--- config.mk ---
export PLATFORM = sky130hd
export DESIGN_NAME = bird_physics
export DESIGN_NICKNAME = d
export VERILOG_FILES = /design/src/rtl/bird_physics_pkg.sv /design/src/rtl/bird_flap_gate.sv /design/src/rtl/bird_physics.sv
export SDC_FILE = /design/constraint.sdc
export NUM_CORES = 1
export LEC_CHECK = 0
export BUFFER_PORTS_ARGS = -buffer_cell sky130_fd_sc_hd__buf_2
export CELL_PAD_IN_SITES_DETAIL_PLACEMENT = 1
export CELL_PAD_IN_SITES_GLOBAL_PLACEMENT = 2
export CORE_MARGIN = 3
export CORE_UTILIZATION = 34
export DETAILED_ROUTE_END_ITERATION = 10
export PLACE_DENSITY = 0.88
export SLEW_MARGIN = 10
export SYNTH_ARGS = -nofsm -noshare
export SYNTH_HDL_FRONTEND = slang
export SYNTH_SLANG_ARGS = --single-unit
--- constraint.sdc ---
create_clock -name gameClk -period 3.3 [get_ports gameClk]
set_clock_uncertainty 0.2 [all_clocks]
set_input_delay 0.495 -clock gameClk [delete_from_list [all_inputs] [get_ports gameClk]]
set_output_delay 0.495 -clock gameClk [all_outputs]
set_load 0.01 [all_outputs]
--- src/rtl/bird_physics_pkg.sv ---
// Shared defaults and FSM state encodings for the bird vertical-motion integrator.
// Latency: n/a (constants only). Backpressure: n/a.
package bird_physics_pkg;

  localparam int DEF_Y_W           = 11;
  localparam int DEF_SCREEN_HEIGHT = 480;
  localparam int DEF_BIRD_HEIGHT   = 16;
  localparam int DEF_Y_INIT        = 240;
  localparam int DEF_MAX_VELOCITY  = 64;
  localparam int DEF_FLAP_VELOCITY = 64;
  localparam int DEF_ACCEL         = 1;
  localparam int DEF_VEL_FRAC      = 4;
  localparam int DEF_DELAY         = 20000;
  localparam int DEF_FLAP_COOLDOWN = 8;

  typedef enum logic [1:0] {
    ST_HOLD     = 2'd0,
    ST_FLY      = 2'd1,
    ST_GROUNDED = 2'd2
  } bird_state_t;

endpackage

--- src/rtl/bird_flap_gate.sv ---
// Flap request qualification: button edge/level select plus post-flap cooldown; BIRD_FLAP_EDGE_EN selects edge mode.
// Latency: flap_acc is combinational from button and registered cooldown.
// Backpressure: none; requests arriving while disabled or cooling down are dropped.
module bird_flap_gate
  import bird_physics_pkg::*;
#(
  parameter int FLAP_COOLDOWN = DEF_FLAP_COOLDOWN
) (
  input  logic gameClk,
  input  logic reset_n,
  input  logic button,
  input  logic finished,
  input  logic enable,
  output logic flap_acc
);

  localparam int CD_W = (FLAP_COOLDOWN > 0) ? $clog2(FLAP_COOLDOWN + 1) : 1;

  logic            flap_req;
  logic [CD_W-1:0] cooldown;

`ifdef BIRD_FLAP_EDGE_EN
  logic button_q;

  always_ff @(posedge gameClk or negedge reset_n) begin
    if (!reset_n)       button_q <= 1'b0;
    else if (!finished) button_q <= button;
  end

  assign flap_req = button & ~button_q;
`else
  assign flap_req = button;
`endif

  assign flap_acc = enable & flap_req & (cooldown == '0);

  // Cooldown only runs once flight has started; HOLD leaves it parked at zero.
  always_ff @(posedge gameClk or negedge reset_n) begin
    if (!reset_n) begin
      cooldown <= '0;
    end else if (!finished) begin
      if (flap_acc)                      cooldown <= CD_W'(FLAP_COOLDOWN);
      else if (enable && cooldown != '0) cooldown <= cooldown - CD_W'(1);
    end
  end

endmodule

--- src/rtl/bird_physics.sv ---
// Vertical-motion integrator for the player sprite: start delay, gravity, flap impulse, ceiling/floor clamps.
// Latency: one gameClk per update, all outputs registered except grounded (decoded from state).
// Backpressure: finished freezes all state and suppresses pulses; flap mode set by BIRD_FLAP_EDGE_EN.
module bird_physics
  import bird_physics_pkg::*;
#(
  parameter int Y_W           = DEF_Y_W,
  parameter int SCREEN_HEIGHT = DEF_SCREEN_HEIGHT,
  parameter int BIRD_HEIGHT   = DEF_BIRD_HEIGHT,
  parameter int Y_INIT        = DEF_Y_INIT,
  parameter int MAX_VELOCITY  = DEF_MAX_VELOCITY,
  parameter int FLAP_VELOCITY = DEF_FLAP_VELOCITY,
  parameter int ACCEL         = DEF_ACCEL,
  parameter int VEL_FRAC      = DEF_VEL_FRAC,
  parameter int DELAY         = DEF_DELAY,
  parameter int FLAP_COOLDOWN = DEF_FLAP_COOLDOWN
) (
  input  logic                  gameClk,
  input  logic                  reset_n,
  input  logic                  button,
  input  logic                  finished,
  output logic signed [Y_W-1:0] y_out,
  output logic signed [Y_W-1:0] v_out,
  output logic                  flap_pulse,
  output logic                  hit_ceiling,
  output logic                  hit_floor,
  output logic                  grounded
);

  localparam int DLY_W = (DELAY > 0) ? $clog2(DELAY + 1) : 1;

  localparam logic signed [Y_W:0] Y_MAX  = (Y_W+1)'(SCREEN_HEIGHT - BIRD_HEIGHT);
  localparam logic signed [Y_W:0] Y_MIN  = (Y_W+1)'(BIRD_HEIGHT);
  localparam logic signed [Y_W:0] V_MIN  = (Y_W+1)'(-MAX_VELOCITY);
  localparam logic signed [Y_W:0] V_DIV  = (Y_W+1)'(1 << VEL_FRAC);
  localparam logic signed [Y_W:0] V_ACC  = (Y_W+1)'(ACCEL);
  localparam logic signed [Y_W:0] V_FLAP = (Y_W+1)'(FLAP_VELOCITY);

  bird_state_t            state, state_n;
  logic [DLY_W-1:0]       dly, dly_n;
  logic signed [Y_W-1:0]  y_n, v_n, v_sat;
  logic signed [Y_W:0]    y_x, v_x, ny, v_dec;
  logic                   fp_n, hc_n, hf_n;
  logic                   flap_acc;

  bird_flap_gate #(
    .FLAP_COOLDOWN (FLAP_COOLDOWN)
  ) u_flap_gate (
    .gameClk  (gameClk),
    .reset_n  (reset_n),
    .button   (button),
    .finished (finished),
    .enable   (state != ST_HOLD),
    .flap_acc (flap_acc)
  );

  assign grounded = (state == ST_GROUNDED);

  // One guard bit keeps the position sum and gravity step from wrapping.
  assign y_x   = y_out;
  assign v_x   = v_out;
  assign ny    = y_x + v_x / V_DIV;
  assign v_dec = v_x - V_ACC;
  assign v_sat = (v_dec < V_MIN) ? V_MIN[Y_W-1:0] : v_dec[Y_W-1:0];

  always_comb begin
    state_n = state;
    dly_n   = dly;
    y_n     = y_out;
    v_n     = v_out;
    fp_n    = 1'b0;
    hc_n    = 1'b0;
    hf_n    = 1'b0;
    case (state)
      ST_HOLD: begin
        if (dly == '0) state_n = ST_FLY;
        else           dly_n   = dly - DLY_W'(1);
      end
      ST_FLY: begin
        fp_n = flap_acc;
        if (ny > Y_MAX) begin
          y_n  = Y_MAX[Y_W-1:0];
          v_n  = '0;
          hc_n = 1'b1;
        end else if (ny < Y_MIN) begin
          y_n     = Y_MIN[Y_W-1:0];
          v_n     = '0;
          hf_n    = 1'b1;
          state_n = ST_GROUNDED;
        end else begin
          y_n = ny[Y_W-1:0];
          v_n = flap_acc ? V_FLAP[Y_W-1:0] : v_sat;
        end
      end
      ST_GROUNDED: begin
        y_n = Y_MIN[Y_W-1:0];
        v_n = '0;
        if (flap_acc) begin
          v_n     = V_FLAP[Y_W-1:0];
          state_n = ST_FLY;
          fp_n    = 1'b1;
        end
      end
      default: state_n = ST_HOLD;
    endcase
  end

  always_ff @(posedge gameClk or negedge reset_n) begin
    if (!reset_n) begin
      state       <= ST_HOLD;
      dly         <= DLY_W'(DELAY);
      y_out       <= Y_W'(Y_INIT);
      v_out       <= '0;
      flap_pulse  <= 1'b0;
      hit_ceiling <= 1'b0;
      hit_floor   <= 1'b0;
    end else if (finished) begin
      flap_pulse  <= 1'b0;
      hit_ceiling <= 1'b0;
      hit_floor   <= 1'b0;
    end else begin
      state       <= state_n;
      dly         <= dly_n;
      y_out       <= y_n;
      v_out       <= v_n;
      flap_pulse  <= fp_n;
      hit_ceiling <= hc_n;
      hit_floor   <= hf_n;
    end
  end

endmodule

==> results.json, run 1 <==
{
  "ant_nets": 0,
  "start_kind": "flop",
  "final_cell_mix": "39 x buf_4, 37 x dfrtp_1, 29 x nand2_1, 29 x buf_2, 22 x nor2_1",
  "power_density_nw_per_um2": 1170,
  "synth_edf_count": 0,
  "wire_per_inst_um": 18.8,
  "cts-root-buf": "clkbuf_8",
  "register_area_um2": 1160,
  "hp-class": "primary input to asynchronous set/reset pin",
  "fin_setup_tns_ns": -3.63,
  "final_max_slew_viol_count": 0,
  "grt_use_total_pct": 18.0,
  "finalHoldViolations": 0,
  "grt_pass1_vias": 2901,
  "cp_data_required_time_ns": 3.34,
  "grt_pass1_wl_mm": 14.4,
  "rr_worst_depth": 18,
  "drv_cap": 0,
  "violations": "negative setup slack",
  "fp-row-count": 33,
  "maxSlewHeadroom_pct": 26.5,
  "synth-async-reset-ratio_pct": 100,
  "clock_latency_ns": 0.31,
  "syn-mean-instance-area_um2": 9.53,
  "grt_max_degree": 47,
  "cts.sinks": 46,
  "antenna_found_initial": 0,
  "critPathMaxFanout": 3,
  "yosys_most_used_dff": "dfrtp_1",
  "gp_congestion": 0.815,
  "critPathArrivalTime_ns": 3.63,
  "yosysTopAreaCellShare_pct": 31.3,
  "cts_buffers": 5,
  "ios": 30,
  "clkTransAtPathRegs_ns": 0.10,
  "vias": 2699,
  "core_area_um2": 8340,
  "diodes": 0,
  "outcome": "finished, violations left",
  "worst_setup_path_end_kind": "flop",
  "yosys_warnings": 0,
  "rsz0062_at_grt": "true",
  "final_common_cell": "buf_4",
  "cts_tree": "yes",
  "syn-num-nets": 333,
  "finalNetCount": 400,
  "wl_mm": 9.09,
  "tightest_slew_ns": 1.10,
  "initial_core_util_pct": 35.4,
  "synth_area_leaders": "dfrtp_1 31%, dfstp_2 8.0%, ha_1 7.2%",
  "fmax_mhz": 278,
  "grt_overflow": 0,
  "vdd_ir_drop_max_mv": 0.480,
  "fp.dieH_um": 99.2,
  "worstSetupPathType": "flop to flop",
  "cts_max_level": 2,
  "fin_crit_ns": 3.59,
  "nFillCells": 945,
  "ys_types": 64,
  "timing.final.crit_share_pct": 109,
  "syn_area_um2": 2960,
  "hold_buffers": 0,
  "drc": 0,
  "dieWidth_um": 99.2,
  "multi_input_area_um2": 1980,
  "synth_seq_area_share_pct": 39.3,
  "yosys.area.top_type": "dfrtp_1",
  "timing.hold.ws_ns": 0.178,
  "synthCells": 310,
  "drtIter0Drc": 58,
  "p_leak_nw": 1.81,
  "io_buffers": 29,
  "via_per_inst": 5.59,
  "synth-seq-cells": 46,
  "drive_gt1_share_pct": 39.4,
  "clockBufferDepth": 2,
  "firstDrtPassIters": 4,
  "fp.dieArea_um2": 9850,
  "layout_setup_ws_ns": -0.291,
  "setup_viol": 23,
  "syn_to_final_growth_pct": 32.7,
  "hpwl_mm": 6.20
}
-- registers in the layout (all words and copies together), names as in the netlist --
name	cells
dly	15
flap_pulse	1
v_out	11
y_out	11
state	2
hit_ceiling	1
u_flap_gate.cooldown	4
hit_floor	1
-- layer usage --
layer / up-vias / part of all wire (%) / global-route usage [%]
met5: - / 0 / 0
met1: 1382 / 42 / 22.0
met4: 0 / 1.3 / 4.62
li1: 1256 / - / -
met3: 13 / 2.5 / 2.52
met2: 48 / 54 / 33.2
-- final cells by class --
class                           instances  share of cell area (%)
Timing Repair Buffer                   71                    12.2
Inverter                               15                    1.44
Sequential cell                        46                    29.6
Clock buffer                            5                    1.75
Tap cell                              105                    3.35
Clock inverter                          3                    1.12
Multi-Input combinational cell        238                    50.5
-- worst max-delay path, stage by stage, from the launching register on --
cell	delay (ns)
dfrtp_1	0.41
inv_2	0.08
ha_4	0.15
nand2_4	0.05
and2_4	0.14
fa_2	0.38
inv_2	0.07
fa_2	0.22
nor2b_4	0.05
o2111a_2	0.26
buf_6	0.12
o31ai_4	0.27
a21o_1	0.22
nand3_4	0.12
buf_6	0.15
o21ba_4	0.22
buf_4	0.14
o21ai_2	0.13
o21a_1	0.13
-- through the flow --
stage / area, um2 / power [mW] / util [%] / worst slack, ns / std cells
final: 3920 / 4.58 / 47.0 / -0.291 / 483
after global routing: 3920 / 4.91 / 47.0 / -0.418 / 483
after CTS: 3770 / 4.30 / 45.3 / -0.183 / 476
after detailed placement: 3440 / 3.52 / 41.3 / -0.216 / 461
after global placement: 3440 / 3.43 / 41.3 / -0.115 / 461
after floorplan: 3000 / 2.63 / - / 0.0249 / 310
-- path summary, 6_finish.rpt --
kind                       slack, ns                 start                   end
max in group asynchronous       2.03               reset_n  v_out[2]$_DFFE_PN0P_
setup / recovery               -0.29  v_out[1]$_DFFE_PN0P_  state[1]$_DFFE_PN0P_
hold / removal                  0.18               reset_n    dly[6]$_DFFE_PN0P_
min in group gameClk            0.27  y_out[6]$_DFFE_PN1P_  y_out[6]$_DFFE_PN1P_
setup reg to reg               -0.29  v_out[1]$_DFFE_PN0P_  state[1]$_DFFE_PN0P_
hold reg to reg                 0.27  y_out[6]$_DFFE_PN1P_  y_out[6]$_DFFE_PN1P_
-- synthesized netlist by cell type (all sizes together), types with 3 or more instances --
| cell | number |
|---|---|
| o31a | 3 |
| nor4 | 5 |
| mux2i | 4 |
| o21ai | 15 |
| nor2 | 25 |
| o21a | 4 |
| nand2b | 3 |
| a21o | 5 |
| nor3 | 9 |
| nor2b | 4 |
| a32o | 3 |
| or3 | 5 |
| and2 | 3 |
| dfstp | 9 |
| and3 | 4 |
| xor2 | 12 |
| nand3 | 14 |
| a21oi | 11 |
| inv | 15 |
| o41ai | 6 |
| ha | 17 |
| o211ai | 6 |
| o31ai | 4 |
| clkbuf | 7 |
| buf | 4 |
| a31oi | 3 |
| dfrtp | 37 |
| xnor2 | 9 |
| nand2 | 33 |
-- power breakdown --
part / internal [mW] / switching [mW]
Sequential: 0.813 / 0.181
Clock: 0.228 / 0.217
Combinational: 1.38 / 1.76
-- logic make-up (layout without fill, tap and decap cells) --
group | count (synthesis) | after routing | share of synthesized area (%)
XOR/XNOR | 21 | 21 | 6.22
adder cells (fa/ha/maj) | 19 | 19 | 8.55
AND/OR/NAND/NOR | 116 | 116 | 20.4
AO/OA/AOI/OAI | 77 | 77 | 20.1
multiplexers | 5 | 5 | 1.74
buffers and inverters | 26 | 94 | 3.64
flip-flops | 46 | 46 | 39.3
-- repair_timing --
| action | CTS | global route |
|---|---|---|
| pin swaps | 23 | 27 |
| gates cloned | 0 | 0 |
| setup buffers | 7 | 8 |
| resized for setup | 38 | 18 |
| endpoints found under the setup margin | 21 | 23 |
Note: power is estimated with default switching activity, not from simulation.
==> run 2, diff against run 1 <==
Settings changed: ABC_AREA from default to 1, CORE_UTILIZATION 34 to 31.
==> results.json, run 2 <==
{
  "power_frac_clock_pct": 9.5,
  "ys_top_cells_by_count": "126 x nand2_1, 63 x inv_1, 52 x nor2_1",
  "yosys_warnings": 0,
  "grt_use_total_pct": 16.2,
  "syn-num-nets": 476,
  "p_sw_mw": 2.20,
  "layout_setup_ws_ns": 0.0114,
  "fin_setup_tns_ns": 0,
  "worstSetupPathType": "flop to flop",
  "syn_to_final_growth_pct": 21.9,
  "rsz0062_at_grt": "true",
  "maxSlewHeadroom_pct": 29.4,
  "synth.most_common_cell": "nand2_1",
  "timing.final.crit_share_pct": 99.7,
  "cts.sinks": 46,
  "dieWidth_um": 109,
  "vdd_ir_drop_max_mv": 0.344,
  "cts_tree": "yes",
  "dp_slack_ns": -0.0339,
  "setup_viol": 0,
  "synth_area_leaders": "dfrtp_1 28%, nand2_1 14%, dfstp_2 7.2%",
  "fp.dieArea_um2": 11800,
  "slowest_stage": "fa_2",
  "start_kind": "flop",
  "yosys.area.top_type": "dfrtp_1",
  "syn_area_um2": 3270,
  "drc": 0,
  "cts-root-buf": "clkbuf_8",
  "clockBufferDepth": 2,
  "gp_congestion": 0.821,
  "swShare_pct": 52.6,
  "cts_buffers": 5,
  "critPathMaxFanout": 8,
  "post-route-util_pct": 39.8,
  "drive_gt1_share_pct": 27.0,
  "via_per_inst": 4.86,
  "clkTransAtPathRegs_ns": 0.10,
  "synth-async-reset-ratio_pct": 100,
  "initial_core_util_pct": 32.7,
  "drtIter0Drc": 82,
  "hpwl_mm": 6.72,
  "p_leak_nw": 2.06,
  "place_area_um2": 3620,
  "yosysTopAreaCellShare_pct": 28.3,
  "syn-mean-instance-area_um2": 7.21,
  "grt_pass1_vias": 3200,
  "max_stage_delay_ns": 0.42,
  "grt_overflow": 0,
  "io_buffers": 29,
  "final_common_cell": "nand2_1",
  "final_max_slew_viol_count": 0,
  "fmax_mhz": 304,
  "worst_setup_path_end_kind": "flop",
  "finalNetCount": 522,
  "vias": 3077,
  "synth_edf_count": 0,
  "largest_reg_flops": 15,
  "firstDrtPassIters": 4,
  "final_cell_mix": "110 x nand2_1, 59 x inv_1, 45 x nor2_1, 37 x dfrtp_1, 29 x buf_2",
  "power_density_nw_per_um2": 1050,
  "top_register": "dly",
  "cts_max_level": 2,
  "synthCells": 453,
  "finalHoldViolations": 0,
  "diodes": 0,
  "cp_data_required_time_ns": 3.36,
  "seq_power_share_pct": 24.3,
  "synth-seq-cells": 46,
  "fp-row-count": 36,
  "antenna_found_initial": 0,
  "total_power_mw": 4.18,
  "tightest_slew_ns": 1.06,
  "synth_seq_area_share_pct": 35.6,
  "wl_mm": 9.09,
  "clock_latency_ns": 0.32,
  "yosys_most_used_dff": "dfrtp_1",
  "drv_cap": 0,
  "ys_types": 35,
  "outcome": "completed",
  "ios": 30,
  "hold_buffers": 0,
  "power_frac_comb_pct": 66.2,
  "critPathArrivalTime_ns": 3.34,
  "p_int_mw": 1.98,
  "hp-class": "primary input to asynchronous set/reset pin",
  "grt_max_degree": 47,
  "core_area_um2": 10000,
  "grt_pass1_wl_mm": 15.3,
  "fin_crit_ns": 3.29,
  "fp.dieH_um": 109,
  "top_regs": "dly: 15 flops, v_out: 11 flops, y_out: 11 flops",
  "design_area_um2": 3980,
  "wire_per_inst_um": 14.4,
  "path_cells": "inv_1 > ha_2 > inv_2 > or2_4 > nor2_4 > nor2_4 > fa_2 > inv_2 > fa_2 > inv_2 > or2_4 > nor2_2 > nand3_1 > nor2_2 > nor2_1 > nand2_1 > nand2_2 > nand2_4 > buf_8 > nand2_4 > nor2_2 > nor2_1",
  "ant_nets": 0,
  "r2r_slack_ns": 0.01
}
==> run 2: cell count changes in the layout (fill, tap and decap cells not counted), sizes merged, moves of 5 or more <==
| cell | delta |
|---|---|
| o211ai | -5 |
| inv | +51 |
| or3 | -5 |
| nand4 | +14 |
| nor2 | +31 |
| a21o | -5 |
| nand2 | +109 |
| nand3 | +24 |
| o41ai | -6 |
| buf | -28 |
==> run 2: cell families after synthesis <==
kind of cell	share of synthesized area [%]
adders and majority gates	7.74
and+or+nand+nor	37.7
buffers and inverters	8.89
xor gates and xnor gates	5.09
AOI/OAI and AO/OA	5.02
DFF	35.6
==> run 2: path summary, 6_finish.rpt <==
kind | from | endpoint | depth (start not counted)
hold / removal | reset_n | v_out[7]$_DFFE_PN0P_ | 1
setup / recovery | v_out[1]$_DFFE_PN0P_ | y_out[4]$_DFFE_PN1P_ | 22
hold reg to reg | dly[14]$_DFFE_PN1P_ | dly[14]$_DFFE_PN1P_ | 2
min in group gameClk | finished | hit_ceiling$_DFF_PN0_ | 2
max in group asynchronous | reset_n | dly[12]$_DFFE_PN0P_ | 1
setup reg to reg | v_out[1]$_DFFE_PN0P_ | y_out[4]$_DFFE_PN1P_ | 22
==> run 2: power by group through the flow <==
stage	registers [mW]	logic [mW]	clock network (mW)
after global placement	1.02	2.25	0
after detailed placement	1.03	2.32	0
final	1.02	2.77	0.397
after floorplan	1.03	1.65	0
after global routing	1.06	3.12	0.442
after CTS	1.02	2.36	0.411
==> run 2: repair_timing <==
item                                    in CTS  in global routing
endpoints found under the setup margin      16                 23
gates resized for setup                      4                 58
setup buffers                                0                  2
pin swaps                                    0                 32
cloned                                       0                  2
==> run 2: final cells by class <==
| type | instances | area (um2) |
|---|---|---|
| tap | 133 | 166 |
| multi-input combinational | 337 | 2020 |
| clock buffer | 5 | 68.8 |
| clock inverter | 3 | 28.8 |
| sequential | 46 | 1160 |
| timing repair buffer | 44 | 290 |
| inverter | 65 | 244 |
| fill | 1287 | 6020 |
==> run 2: metal layers <==
metal  part of all wire (%)  vias to the layer above  wire (um)  global-route usage (%)
li1                       -                     1532          -                       -
met1                     47                     1506       4310                    21.6
met2                     49                       29       4490                    27.8
met3                    2.3                       10        209                    2.66
met4                   0.94                        0         85                    2.98
met5                      0                        -          0                       0
==> run 2: stage by stage <==
| stage | hold WS [ns] | std cells |
|---|---|---|
| 6_report | 0.154 | 633 |
| 5_1_grt | 0.228 | 633 |
| 4_1_cts | 0.202 | 629 |
| 3_5_place_dp | 0.252 | 621 |
| 3_3_place_gp | 0.247 | 621 |
| 2_1_floorplan | -0.000591 | 453 |
==> run 2: critical path: cells and delay by family (launching register included) <==
kind / cells / cell delay (ns)
DFF: 1 / 0.39
adders and majority gates: 3 / 0.96
and+or+nand+nor: 14 / 1.26
buffers and inverters: 5 / 0.40
==> run 3, diff against run 2 <==
Settings changed: PLACE_DENSITY 0.88 to default, PLACE_DENSITY_LB_ADDON from default to 0.12.
==> results.json, run 3 (same netlist as run 2, synthesis figures left out) <==
{
  "syn_to_final_growth_pct": 27.2,
  "via_per_inst": 4.76,
  "outcome": "completed",
  "fin_crit_ns": 3.23,
  "fp-row-count": 36,
  "clockBufferDepth": 2,
  "hold_buffers": 0,
  "place_area_um2": 3700,
  "drv_cap": 0,
  "nFillCells": 1258,
  "worst_setup_path_end_kind": "flop",
  "slowest_stage": "fa_2",
  "top_register": "dly",
  "worstSetupPathType": "flop to flop",
  "drc": 0,
  "drive_gt1_share_pct": 29.1,
  "setup_viol": 0,
  "grt_use_total_pct": 16.9,
  "critPathMaxFanout": 8,
  "fmax_mhz": 309,
  "final_common_cell": "nand2_1",
  "crit_family": "simple AND/OR/NAND/NOR gates",
  "grt_pass1_wl_mm": 15.8,
  "grt_max_degree": 29,
  "finalNetCount": 541,
  "io_buffers": 29,
  "finalHoldViolations": 0,
  "wire_per_inst_um": 14.7,
  "timing.final.crit_share_pct": 98.0,
  "core_area_um2": 10000,
  "firstDrtPassIters": 4,
  "drtIter0Drc": 120,
  "initial_core_util_pct": 32.7,
  "cp_data_required_time_ns": 3.30,
  "clock_latency_ns": 0.31,
  "fp.dieH_um": 109,
  "start_kind": "flop",
  "hpwl_mm": 7.31,
  "cts_buffers": 5,
  "diodes": 0,
  "grt_overflow": 0,
  "cts-root-buf": "clkbuf_8",
  "grt_pass1_vias": 3221,
  "rsz0062_at_grt": "true",
  "vias": 3102,
  "fp.dieArea_um2": 11800,
  "cts_max_level": 2,
  "critPathArrivalTime_ns": 3.23,
  "largest_reg_flops": 15,
  "maxSlewHeadroom_pct": 55.8,
  "dieWidth_um": 109,
  "gp_congestion": 0.784,
  "wl_mm": 9.56,
  "max_stage_delay_ns": 0.43,
  "top_regs": "dly: 15 flops, v_out: 11 flops, y_out: 11 flops",
  "cts_tree": "yes",
  "design_area_um2": 4160,
  "hp-class": "primary input to asynchronous set/reset pin",
  "ant_nets": 0,
  "clkTransAtPathRegs_ns": 0.09,
  "cp.buffers_inverters": 5,
  "multi_input_area_um2": 2030,
  "final_max_slew_viol_count": 0,
  "ios": 30,
  "cts.sinks": 46,
  "vdd_ir_drop_max_mv": 0.338,
  "tightest_slew_ns": 0.663,
  "register_area_um2": 1160,
  "final_cell_mix": "111 x nand2_1, 59 x inv_1, 45 x nor2_1, 37 x dfrtp_1",
  "antenna_found_initial": 0,
  "fin_setup_tns_ns": 0,
  "p_leak_nw": 2.16,
  "power_density_nw_per_um2": 1090,
  "path_cells": "inv_1 > ha_2 > inv_2 > or2_4 > nor2_4 > nor2_4 > fa_2 > inv_2 > fa_2 > inv_2 > or2_4 > nor2_4 > nand3_2 > nor2_2 > nor2_1 > nand2_1 > nand2_2 > nand2_4 > buf_6 > nand4_1 > nand2_1"
}
[run 3: area by class of cell]
type	instances	area share (%)
clock buffer	6	1.99
clock inverter	2	1.45
inverter	65	5.87
multi-input combinational	338	48.9
sequential	46	28.0
tap	133	4.00
timing repair buffer	62	9.82
[run 3: routing by layer]
metal / share of wire (%) / track usage [%] / up-vias
li1: - / - / 1571
met4: 0.89 / 4.51 / 0
met1: 48 / 22.1 / 1499
met2: 49 / 29.7 / 27
met5: 0 / 0 / -
met3: 1.9 / 2.13 / 5
[run 3: report_power, final]
| part | internal [mW] | leakage (nW) | switching [mW] |
|---|---|---|---|
| clock network | 0.323 | 0.0714 | 0.203 |
| registers | 0.804 | 0.571 | 0.198 |
| logic | 1.16 | 1.52 | 1.83 |
[run 3: worst reg2reg max path, stage by stage (launching register included)]
cell	delay, ns
dfrtp_1	0.38
inv_1	0.06
ha_2	0.18
inv_2	0.04
or2_4	0.26
nor2_4	0.12
nor2_4	0.06
fa_2	0.34
inv_2	0.08
fa_2	0.43
inv_2	0.07
or2_4	0.12
nor2_4	0.04
nand3_2	0.07
nor2_2	0.04
nor2_1	0.10
nand2_1	0.07
nand2_2	0.09
nand2_4	0.09
buf_6	0.16
nand4_1	0.08
nand2_1	0.05
[run 3: what timing repair did]
action                                  CTS  global route
pin swaps                                 7            27
setup buffers                             3             8
gates resized for setup                  18            43
endpoints found under the hold margin     0             0
endpoints found under the setup margin   23            23
cloned                                    1             1
[run 3: worst paths after layout]
| kind | cells past startpoint | start | slack, ns | end |
|---|---|---|---|---|
| min reg2reg | 2 | dly[14]$_DFFE_PN1P_ | 0.26 | dly[14]$_DFFE_PN1P_ |
| max reg2reg | 21 | v_out[0]$_DFFE_PN0P_ | 0.07 | v_out[8]$_DFFE_PN0P_ |
| min in group gameClk | 2 | finished | 0.26 | hit_ceiling$_DFF_PN0_ |
| max in group asynchronous | 2 | reset_n | 2.16 | y_out[2]$_DFFE_PN0P_ |
| max | 21 | v_out[0]$_DFFE_PN0P_ | 0.07 | v_out[8]$_DFFE_PN0P_ |
| min | 1 | reset_n | 0.008 | dly[0]$_DFFE_PN0P_ |
[run 3: metrics by stage]
step                hold slack (ns)  util [%]  setup slack [ns]  instances  power (mW)
finish                      0.00795      41.6            0.0659        652        4.52
global route                 0.0476      41.6            -0.113        652        4.97
CTS                          0.0269      39.5           0.00410        644        4.23
detailed placement            0.249      37.0            -0.130        632        3.51
global placement              0.246      37.0           -0.0672        632        3.45
floorplan                 -0.000591         -            0.0850        453        2.68
